## src/rtl/boxmuller_pkg.sv

```systemverilog
// Shared types and constants for the Box-Muller trig sequencer.
package boxmuller_pkg;

    typedef enum logic [1:0] {
        IDLE      = 2'd0,
        CLEAR     = 2'd1,
        WAIT_DONE = 2'd2
    } state_t;

    // Uniform sample field layout as seen by the trig unit address bus
    localparam int COS_IDX_MSB = 31;
    localparam int COS_IDX_LSB = 22;
    localparam int SIN_IDX_MSB = 15;
    localparam int SIN_IDX_LSB = 6;
    localparam int FRAC_W      = 6;

    localparam int TRIG_W = 16;

endpackage

```

## src/rtl/boxmuller_out_reg.sv

```systemverilog
// One-deep valid/ready holding register for a sin/cos pair.
// A load in the same cycle as a drain replaces the pair and keeps valid high.
import boxmuller_pkg::*;

module boxmuller_out_reg (
    input  logic              clk,
    input  logic              rst,
    input  logic              i_load,
    input  logic [TRIG_W-1:0] i_sin,
    input  logic [TRIG_W-1:0] i_cos,
    input  logic              i_ready,
    output logic              o_valid,
    output logic [TRIG_W-1:0] o_sin,
    output logic [TRIG_W-1:0] o_cos
);

    always_ff @(posedge clk or posedge rst) begin
        if (rst) begin
            o_valid <= 1'b0;
            o_sin   <= '0;
            o_cos   <= '0;
        end else if (i_load) begin
            o_valid <= 1'b1;
            o_sin   <= i_sin;
            o_cos   <= i_cos;
        end else if (i_ready) begin
            o_valid <= 1'b0;
        end
    end

endmodule

```

## src/rtl/boxmuller_trig_sequencer.sv

```systemverilog
// Feeds uniform samples to the trig lookup unit one at a time, owning its clear,
// and captures each sin/cos result into a valid/ready output register.
import boxmuller_pkg::*;

module boxmuller_trig_sequencer #(
    parameter int CLEAR_CYCLES = 3,
    parameter int TIMEOUT      = 64,
    parameter int CNT_W        = 16
) (
    input  logic              clk,
    input  logic              reset,
    input  logic              u_valid,
    input  logic [31:0]       u_data,
    output logic              u_ready,
    output logic [31:0]       trig_address,
    output logic              trig_clear,
    input  logic              trig_done,
    input  logic [TRIG_W-1:0] trig_sin,
    input  logic [TRIG_W-1:0] trig_cos,
    output logic              out_valid,
    input  logic              out_ready,
    output logic [TRIG_W-1:0] out_sin,
    output logic [TRIG_W-1:0] out_cos,
    output logic              busy,
    output logic              timeout_err,
    input  logic              clr_err,
    output logic [CNT_W-1:0]  sample_count
);

    state_t     r_state;
    logic [3:0] r_clr_cnt;
    logic [7:0] r_to_cnt;
    logic       w_can_load;
    logic       w_load;

    assign w_can_load = !out_valid || out_ready;
    assign w_load     = (r_state == WAIT_DONE) && trig_done && w_can_load;
    assign busy       = (r_state != IDLE);

    always_ff @(posedge clk or posedge reset) begin
        if (reset) begin
            r_state      <= IDLE;
            r_clr_cnt    <= '0;
            r_to_cnt     <= '0;
            u_ready      <= 1'b1;
            trig_address <= '0;
            trig_clear   <= 1'b1;
            timeout_err  <= 1'b0;
            sample_count <= '0;
        end else begin
            // A timeout below overrides this clear in the same cycle
            if (clr_err)
                timeout_err <= 1'b0;
            case (r_state)
                IDLE: begin
                    u_ready    <= 1'b1;
                    trig_clear <= 1'b1;
                    if (u_valid && u_ready) begin
                        trig_address <= u_data;
                        r_clr_cnt    <= 4'(CLEAR_CYCLES - 1);
                        u_ready      <= 1'b0;
                        r_state      <= CLEAR;
                    end
                end
                CLEAR: begin
                    if (r_clr_cnt == 4'd0) begin
                        trig_clear <= 1'b0;
                        r_to_cnt   <= '0;
                        r_state    <= WAIT_DONE;
                    end else begin
                        r_clr_cnt <= r_clr_cnt - 4'd1;
                    end
                end
                WAIT_DONE: begin
                    // Done is sticky in the unit, so a full output just stalls here
                    if (trig_done) begin
                        if (w_can_load) begin
                            sample_count <= sample_count + CNT_W'(1);
                            trig_clear   <= 1'b1;
                            u_ready      <= 1'b1;
                            r_state      <= IDLE;
                        end
                    end else if (r_to_cnt == 8'(TIMEOUT - 1)) begin
                        timeout_err <= 1'b1;
                        trig_clear  <= 1'b1;
                        u_ready     <= 1'b1;
                        r_state     <= IDLE;
                    end else begin
                        r_to_cnt <= r_to_cnt + 8'd1;
                    end
                end
                default: begin
                    trig_clear <= 1'b1;
                    u_ready    <= 1'b1;
                    r_state    <= IDLE;
                end
            endcase
        end
    end

    boxmuller_out_reg u_out_reg (
        .clk     (clk),
        .rst     (reset),
        .i_load  (w_load),
        .i_sin   (trig_sin),
        .i_cos   (trig_cos),
        .i_ready (out_ready),
        .o_valid (out_valid),
        .o_sin   (out_sin),
        .o_cos   (out_cos)
    );

endmodule

```

## config.mk

```make
export PLATFORM = sky130hd
export DESIGN_NAME = boxmuller_trig_sequencer
export DESIGN_NICKNAME = d
export VERILOG_FILES = /design/src/rtl/boxmuller_pkg.sv /design/src/rtl/boxmuller_out_reg.sv /design/src/rtl/boxmuller_trig_sequencer.sv
export SDC_FILE = /design/constraint.sdc
export NUM_CORES = 1
export LEC_CHECK = 0
export CAP_MARGIN = 5
export CORE_MARGIN = 1.5
export CORE_UTILIZATION = 48
export DETAILED_ROUTE_END_ITERATION = 7
export GPL_TIMING_DRIVEN = 0
export PLACE_DENSITY_LB_ADDON = 0.08
export RECOVER_POWER = 25
export SYNTH_ARGS = -nofsm -noshare
export SYNTH_HDL_FRONTEND = slang
export SYNTH_HIERARCHICAL = 1
export SYNTH_SLANG_ARGS = --single-unit
export TNS_END_PERCENT = 10
```

## constraint.sdc

```tcl
create_clock -name clk -period 3.8 [get_ports clk]
set_input_delay 0.76 -clock clk [delete_from_list [all_inputs] [get_ports clk]]
set_output_delay 0.76 -clock clk [all_outputs]
set_load 0.02 [all_outputs]
```

Word-level counts from Yosys, hierarchy flattened. Index checks and enable logic that the tools add are counted. Widths: inputs -> output; s select.

Add/subtract/negate cells: 3. Equality and inequality tests: 10. Mux-type cells: 26. Bitwise logic cells: 1. Reduce and logical (&&, ||, !) cells: 18.

Operators by type and width (number): $mux 8 (3); $add 16x1->16 const B (1); $pmux 8 s2 (1); $reduce_and 3->1 (4); $mux 1 (11); $mux 2 (5); $ne 2x2->1 const B (5); $add 8x1->8 const B (1); $eq 8x6->1 const B (1); $mux 4 (2); $pmux 4 s2 (1); $reduce_and 4->1 (2); $reduce_bool 2->1 (4); $pmux 2 s3 (1); $logic_not 4->1 (1); $sub 4x1->4 const B (1); $logic_and 1x1->1 (3); $ne 3x2->1 const B (1); $ne 3x3->1 const B (1); $pmux 1 s3 (1); $eq 2x1->1 const B (1); $eq 2x2->1 const B (1); $logic_not 2->1 (1); $pmux 1 s2 (1); other kinds (4) (4).

Register bits after elaboration: 98. Bits of input ports: 70. Output and inout bits: 85. Word-level logic and storage cells: 69.

Depth between registers and ports, before layout. Gate-level depths: netlist of the first run.

Word-level depth: 5. Depth in mapped cells: 6. Depth with buffers taken out: 6.

By module. Netlist of the first run, hierarchy kept.

By module, submodules not included: boxmuller_trig_sequencer (times used 1, cells each 287, area an instance 2810.2 µm², sequential area each 1629.1 µm²); boxmuller_out_reg (times used 1, cells each 72, area an instance 1381.3 µm², sequential area each 825.8 µm²).

Worst setup path after synthesis of the first run. OpenSTA, ideal clock, no wires.

Path type: input to register. From: in out_ready. To: reg u_out_reg.o_cos[0]. Setup time: 125 ps. Arrival time: 1817 ps. Data required time: 3675 ps. Path slack: 1858 ps. Stages: 5. Buffers on the path: 2. Path through: nor2b_1 nor2_1 buf_6 buf_12 mux2_4.

Cells in the longest elaborated chain, start to end: 2.

RTL lines: from (decl) (line boxmuller_trig_sequencer.sv:21) `input logic out_ready,`; $logic_or 1x1->1 (line boxmuller_trig_sequencer.sv:36) `assign w_can_load = !out_valid || out_ready;`; $logic_and 1x1->1 (line boxmuller_trig_sequencer.sv:37) `assign w_load = (r_state == WAIT_DONE) && trig_done && w_can_load;`; named net w_load (line boxmuller_trig_sequencer.sv:34) `logic w_load;`; to (signal assigned) (line boxmuller_out_reg.sv:25) `o_cos <= i_cos;`; to (decl) (line boxmuller_out_reg.sv:14) `output logic [TRIG_W-1:0] o_cos`.

The timed path passes the listed nets, and every way through them passes these cells. A chain may end at the register's enable or synchronous reset.

==> metrics.txt, run 1 <==
run status=completed; CTS buffer count=9; area delta synth->final=44.6%; area of placed instances=5880 µm²; CTS tree=done; Final Hold Viols=0; share of cells above drive strength 1=12.6%; row count=33; final WL=9.08 mm; via/cell ratio=4.92; routed wire length per instance=14.3 µm; Power Density=757 nW/µm²; Final WS setup=1230 ps; ys flop type=dfrtp_1; Commonest cells post-synth=nand2_1 (109), dfrtp_1 (96), mux2_4 (29); Die Y=96.4 µm; Final Setup Violations=0; hold buffer count at cts=0; vias in the first global route=3031; pre-CTS setup slack=1090 ps; I/O pins=155; reg-to-reg slack, setup=1930 ps; Starting DRT DRC Count=139; Critical Path RT=4130 ps; register area share after synthesis=58.6%; Core Area=8340 µm²; Yosys top cell by area=dfrtp_1; CP cell instances=dlygate4sd3_1 > inv_1 > clkbuf_2; hold depth=1; Pre-antenna DRT Iters=4; Final Total Pwr=4.59 mW; GPL Wtd Cong=0.756; placed insts=619; CP endpoint kind=asynchronous set/reset pin; Core Util, Final=72.7%; initial antenna violation count=0; clock tree buffer depth=2; RSZ-0062 raised after global routing=no; setup TNS=0 ps; global-route wire length before repair=14.1 mm; Warnings, synthesis=6; Hold Path Origin=sample_count[15]$_DFFE_PP0P_; WS Path Type=primary input to asynchronous set/reset pin; Synth Cell Area=4190 µm²; Final Max Slew Viols=0; Async SR Flop Fraction=100%; All-Layer GR Usage=19.9%; #FFs+latches synth=98; Pleak=2.76 nW; Syn Area/Cell=11.7 µm²; worst reg2reg endpoint=u_out_reg/o_cos[2]$_DFFE_PP0P_; Worst Reg-to-Reg Cells=5; Synth area leaders=dfrtp_1 (57%), mux2_4 (10%), nand2_1 (9.8%); Post-Layout Cell Count=636; Fillers=591; DIE AREA=9300 µm²; slowest CP cell=clkbuf_2; CP max FO=43; Min-Delay Endpoint=sample_count[15]$_DFFE_PP0P_; Max-Cap Viols=0; NumNets Final=600; period utilization=67.7%; Root Driver=clkbuf_8; Slew headroom=25.1%; drt drc=0; HPWL Detailed=6.78 mm; post-CTS setup buffer count=0; clock latency on the worst-skew pair=360 ps; ant diodes=0; Design Area, Final=6060 µm²; Post-synth EDFFs=0; CTS H-tree lvls=3; Min-Delay Path Class=flop to flop; Clock transition at path regs=100 ps; clock sink count=98; # port buffers=154; largest net degree at the start of global routing=44; Die W=96.4 µm; Critical Path AT=2900 ps; Setup crit start=reset; Startpoint Class=primary input; ANT nets after route=0; Max VDD drop=0.000424 V; via count=3131; area share of the largest cell type after synthesis=57.3%; Tmin final=2570 ps; Max Fclk=0.389 GHz; Net Count, Synth=433; Register Area=2450 µm²; area of the multi-input gates=1600 µm²; Starting Density=50.3%; worst clock skew=13.6 ps; worst reg2reg path startpoint=r_state[0]$_DFFE_PP0P_; gr ovfl total=0; post-cts sizing count=0; Synth cell types=42; Mapped Cells=359; worst slew pin tran=1120 ps; final hold slack=477 ps; count leader, synth=nand2_1; biggest cell delay along the critical path=920 ps
-- area by class of cell --
type                       count  area share, %
buffer                        13           1.78
tap                          105           2.17
inverter                       9          0.558
sequential                    98           40.5
clock inverter                 6          0.805
timing repair buffer         156           25.6
multi-input combinational    239           26.3
clock buffer                  10           2.27
-- registers in the layout, summed over array words and instances (netlist names), 2 cells and up --
| signal | flops |
|---|---|
| r_clr_cnt | 4 |
| trig_address | 32 |
| r_to_cnt | 8 |
| u_out_reg/o_sin | 16 |
| u_out_reg/o_cos | 16 |
| sample_count | 16 |
| r_state | 2 |
-- worst max path at each step --
stage,cells past startpoint,slack (ps),end
global route,3,840,trig_address[31]$_DFFE_PP0P_
finish,3,1230,trig_address[16]$_DFFE_PP0P_
detailed placement,6,1090,u_out_reg/o_cos[3]$_DFFE_PP0P_
floorplan,1,1420,r_clr_cnt[0]$_DFFE_PP0P_
global placement,2,260,trig_address[22]$_DFFE_PP0P_
CTS,3,1380,busy
-- logic make-up after synthesis --
logic type      after synthesis  share of synthesized area [%]
compound gates               27                           4.48
xor+xnor                     17                           3.55
fa+ha+maj                     4                           1.19
buf+inv                      22                           3.37
flops                        98                           58.6
mux                          35                           11.9
simple gates                156                           16.9
-- worst max-delay path, delay by kind of cell --
kind	cells	cell delay (ps)
buffers and inverters	3	2120
-- placed cells by master, fill, tap and decap left out, types with 2 or more instances in the layout --
master / count
clkdlybuf4s50_1: 152
nand2_1: 109
dfrtp_1: 96
mux2_4: 29
nand3_1: 14
xnor2_1: 12
clkbuf_8: 10
nor2_1: 8
clkbuf_1: 8
o21ai_0: 8
inv_1: 8
a21oi_1: 7
and3_1: 6
xor2_1: 5
mux2_2: 4
nand4_1: 4
a31oi_1: 4
ha_1: 4
nor2b_1: 3
clkinv_4: 3
buf_12: 3
buf_2: 2
mux2i_1: 2
inv_6: 2
dlygate4sd3_1: 2
dfstp_2: 2
-- report_power, final --
group	total [mW]	switching, mW	leakage [nW]	internal [mW]
clock	0.628	0.365	0.0972	0.263
combinational	2.26	1.09	1.43	1.17
sequential	1.70	0.244	1.23	1.46
total	4.59	1.70	2.75	2.88
-- layer usage --
metal	vias up	part of all wire (%)	track usage, %
met2	114	47	32.3
met4	0	0.69	6.16
met5	-	0	0
met1	1486	43	24.9
li1	1525	-	-
met3	6	9.5	7.12
Power figures use the tool's default switching activity.
==> run 2, diff against run 1 <==
- CORE_UTILIZATION: 48 -> 40
- clock period: 3.8 -> 2.25 ns (I/O delays scaled with it)
==> run 2 against run 1 <==
Compared with the run above:
- global-route usage down 2.4 points
- via count up 0.35%
- non-clock buffer count down 1
- power up 70%
- hold slack better by 1.5 ps
- clock-buffer cell count up 1
- sequential share of layout area down 0.28 points
- highest routed layer unchanged
==> metrics.txt, run 2 (synthesis results as in run 1) <==
Slew headroom=10.9% (-14 points); area delta synth->final=45.6%; Core Util, Final=59.6% (-13 points); routed wire length per instance=13.8 µm (-3.3%); area of the multi-input gates=1590 µm² (-0.31%); reg-to-reg slack, setup=390 ps (-1540 ps); Final Hold Viols=0 (unchanged); via/cell ratio=4.73 (-3.9%); Register Area=2450 µm² (unchanged); CP endpoint kind=output port; Power Density=1280 nW/µm² (+69%); Final Max Slew Viols=0 (unchanged); ANT nets after route=0 (unchanged); Critical Path AT=1650 ps (-1250 ps); GPL Wtd Cong=0.779 (+3.1%); drt drc=0 (unchanged); Final Setup Violations=0 (unchanged); All-Layer GR Usage=17.5% (-2.4 points); Final WS setup=147 ps (-1080 ps); max reg flops=32 (unchanged); Fillers=878 (+49%); pre-CTS setup slack=-144 ps (-1230 ps); final WL=9.16 mm (+0.94%); CTS buffer count=9 (unchanged); DIE AREA=11100 µm² (+19%); Startpoint Class=flop; clock tree buffer depth=2 (unchanged); vias in the first global route=3169 (+4.6%); Clock transition at path regs=90 ps (about the same); setup TNS=0 ps (unchanged); Root Driver=clkbuf_8; Critical Path RT=1800 ps (-2330 ps); share of cells above drive strength 1=12.1% (-0.50 points); via count=3142 (+0.35%); CP max FO=5 (-88%); most common cell after layout, fill and taps aside=clkdlybuf4s50_1; # port buffers=154 (unchanged); CTS H-tree lvls=3 (unchanged); WS Path Type=flop to output port; Max-Cap Viols=0 (unchanged); row count=37 (+12%); Starting DRT DRC Count=77 (-45%); period utilization=93.5%; I/O pins=155 (unchanged); gr ovfl total=0 (unchanged); Design Area, Final=6100 µm² (+0.70%); hold buffer count at cts=0 (unchanged); post-cts sizing count=0 (unchanged); NumNets Final=599 (-0.17%); RSZ-0062 raised after global routing=no; worst clock skew=5.09 ps (-8.53 ps); global-route wire length before repair=15.6 mm (+11%); clock sink count=98 (unchanged); clock latency on the worst-skew pair=360 ps (about the same); worst slew pin tran=1340 ps (+211 ps); Core Area=10200 µm² (+23%); Max Fclk=0.475 GHz; Starting Density=41.0% (-9.3 points); Final Total Pwr=7.80 mW (+70%); CTS tree=done; ant diodes=0 (unchanged); largest net degree at the start of global routing=66 (+50%); run status=completed; area of placed instances=5910 µm² (+0.36%); Max VDD drop=0.000541 V (+28%); HPWL Detailed=6.48 mm (-4.4%); Die Y=105 µm (+9.2%); register with the most flip-flops=trig_address; commonest non-fill, non-tap cells in the layout=clkdlybuf4s50_1 (153), nand2_1 (109), dfrtp_1 (96); post-CTS setup buffer count=0 (unchanged); Pleak=2.77 nW (+0.51%); Die W=105 µm (+9.2%); Min-Delay Path Class=flop to flop; initial antenna violation count=0 (unchanged); Tmin final=2100 ps; Pre-antenna DRT Iters=5 (+1)
run 2: worst paths after layout:
path                                               from                               to  cells past startpoint
hold reg to reg            sample_count[15]$_DFFE_PP0P_     sample_count[15]$_DFFE_PP0P_                      1
hold / removal             sample_count[15]$_DFFE_PP0P_     sample_count[15]$_DFFE_PP0P_                      1
max in group asynchronous                         reset   u_out_reg/o_sin[6]$_DFFE_PP0P_                      3
setup / recovery                 r_state[0]$_DFFE_PP0P_                             busy                      3
min in group asynchronous                         reset  u_out_reg/o_cos[14]$_DFFE_PP0P_                      2
setup reg to reg                 r_state[0]$_DFFE_PP0P_   u_out_reg/o_cos[3]$_DFFE_PP0P_                      5
run 2: worst max-delay path, stage by stage (launching register included):
cell and delay [ps]:
dfrtp_1 440, nor2_1 260, inv_1 70, clkdlybuf4s50_1 540
run 2: per-layer routing:
| metal | wire [µm] | GRT usage (%) | vias up |
|---|---|---|---|
| met2 | 4050 | 26.7 | 123 |
| li1 | - | - | 1517 |
| met1 | 4290 | 23.7 | 1487 |
| met4 | 167 | 7.63 | 0 |
| met3 | 648 | 4.58 | 15 |
| met5 | 0 | 0 | - |
run 2: power by group:
group	internal (mW)	switching, mW
sequential	2.46	0.415
clock	0.559	0.572
combinational	1.97	1.82
run 2: metrics by stage:
step                      instances  hold WS, ps
final                           664          478
after global routing            664          489
after CTS                       663          481
after detailed placement        649          461
after global placement          649          456
after floorplan                 359          472
run 2: cell type report:
| cell class | instances | share of cell area [%] |
|---|---|---|
| Timing Repair Buffer | 155 | 25.5 |
| Multi-Input combinational cell | 239 | 26.1 |
| Inverter | 9 | 0.554 |
| Clock inverter | 3 | 0.656 |
| Tap cell | 136 | 2.79 |
| Buffer | 13 | 1.76 |
| Clock buffer | 11 | 2.48 |
| Sequential cell | 98 | 40.2 |
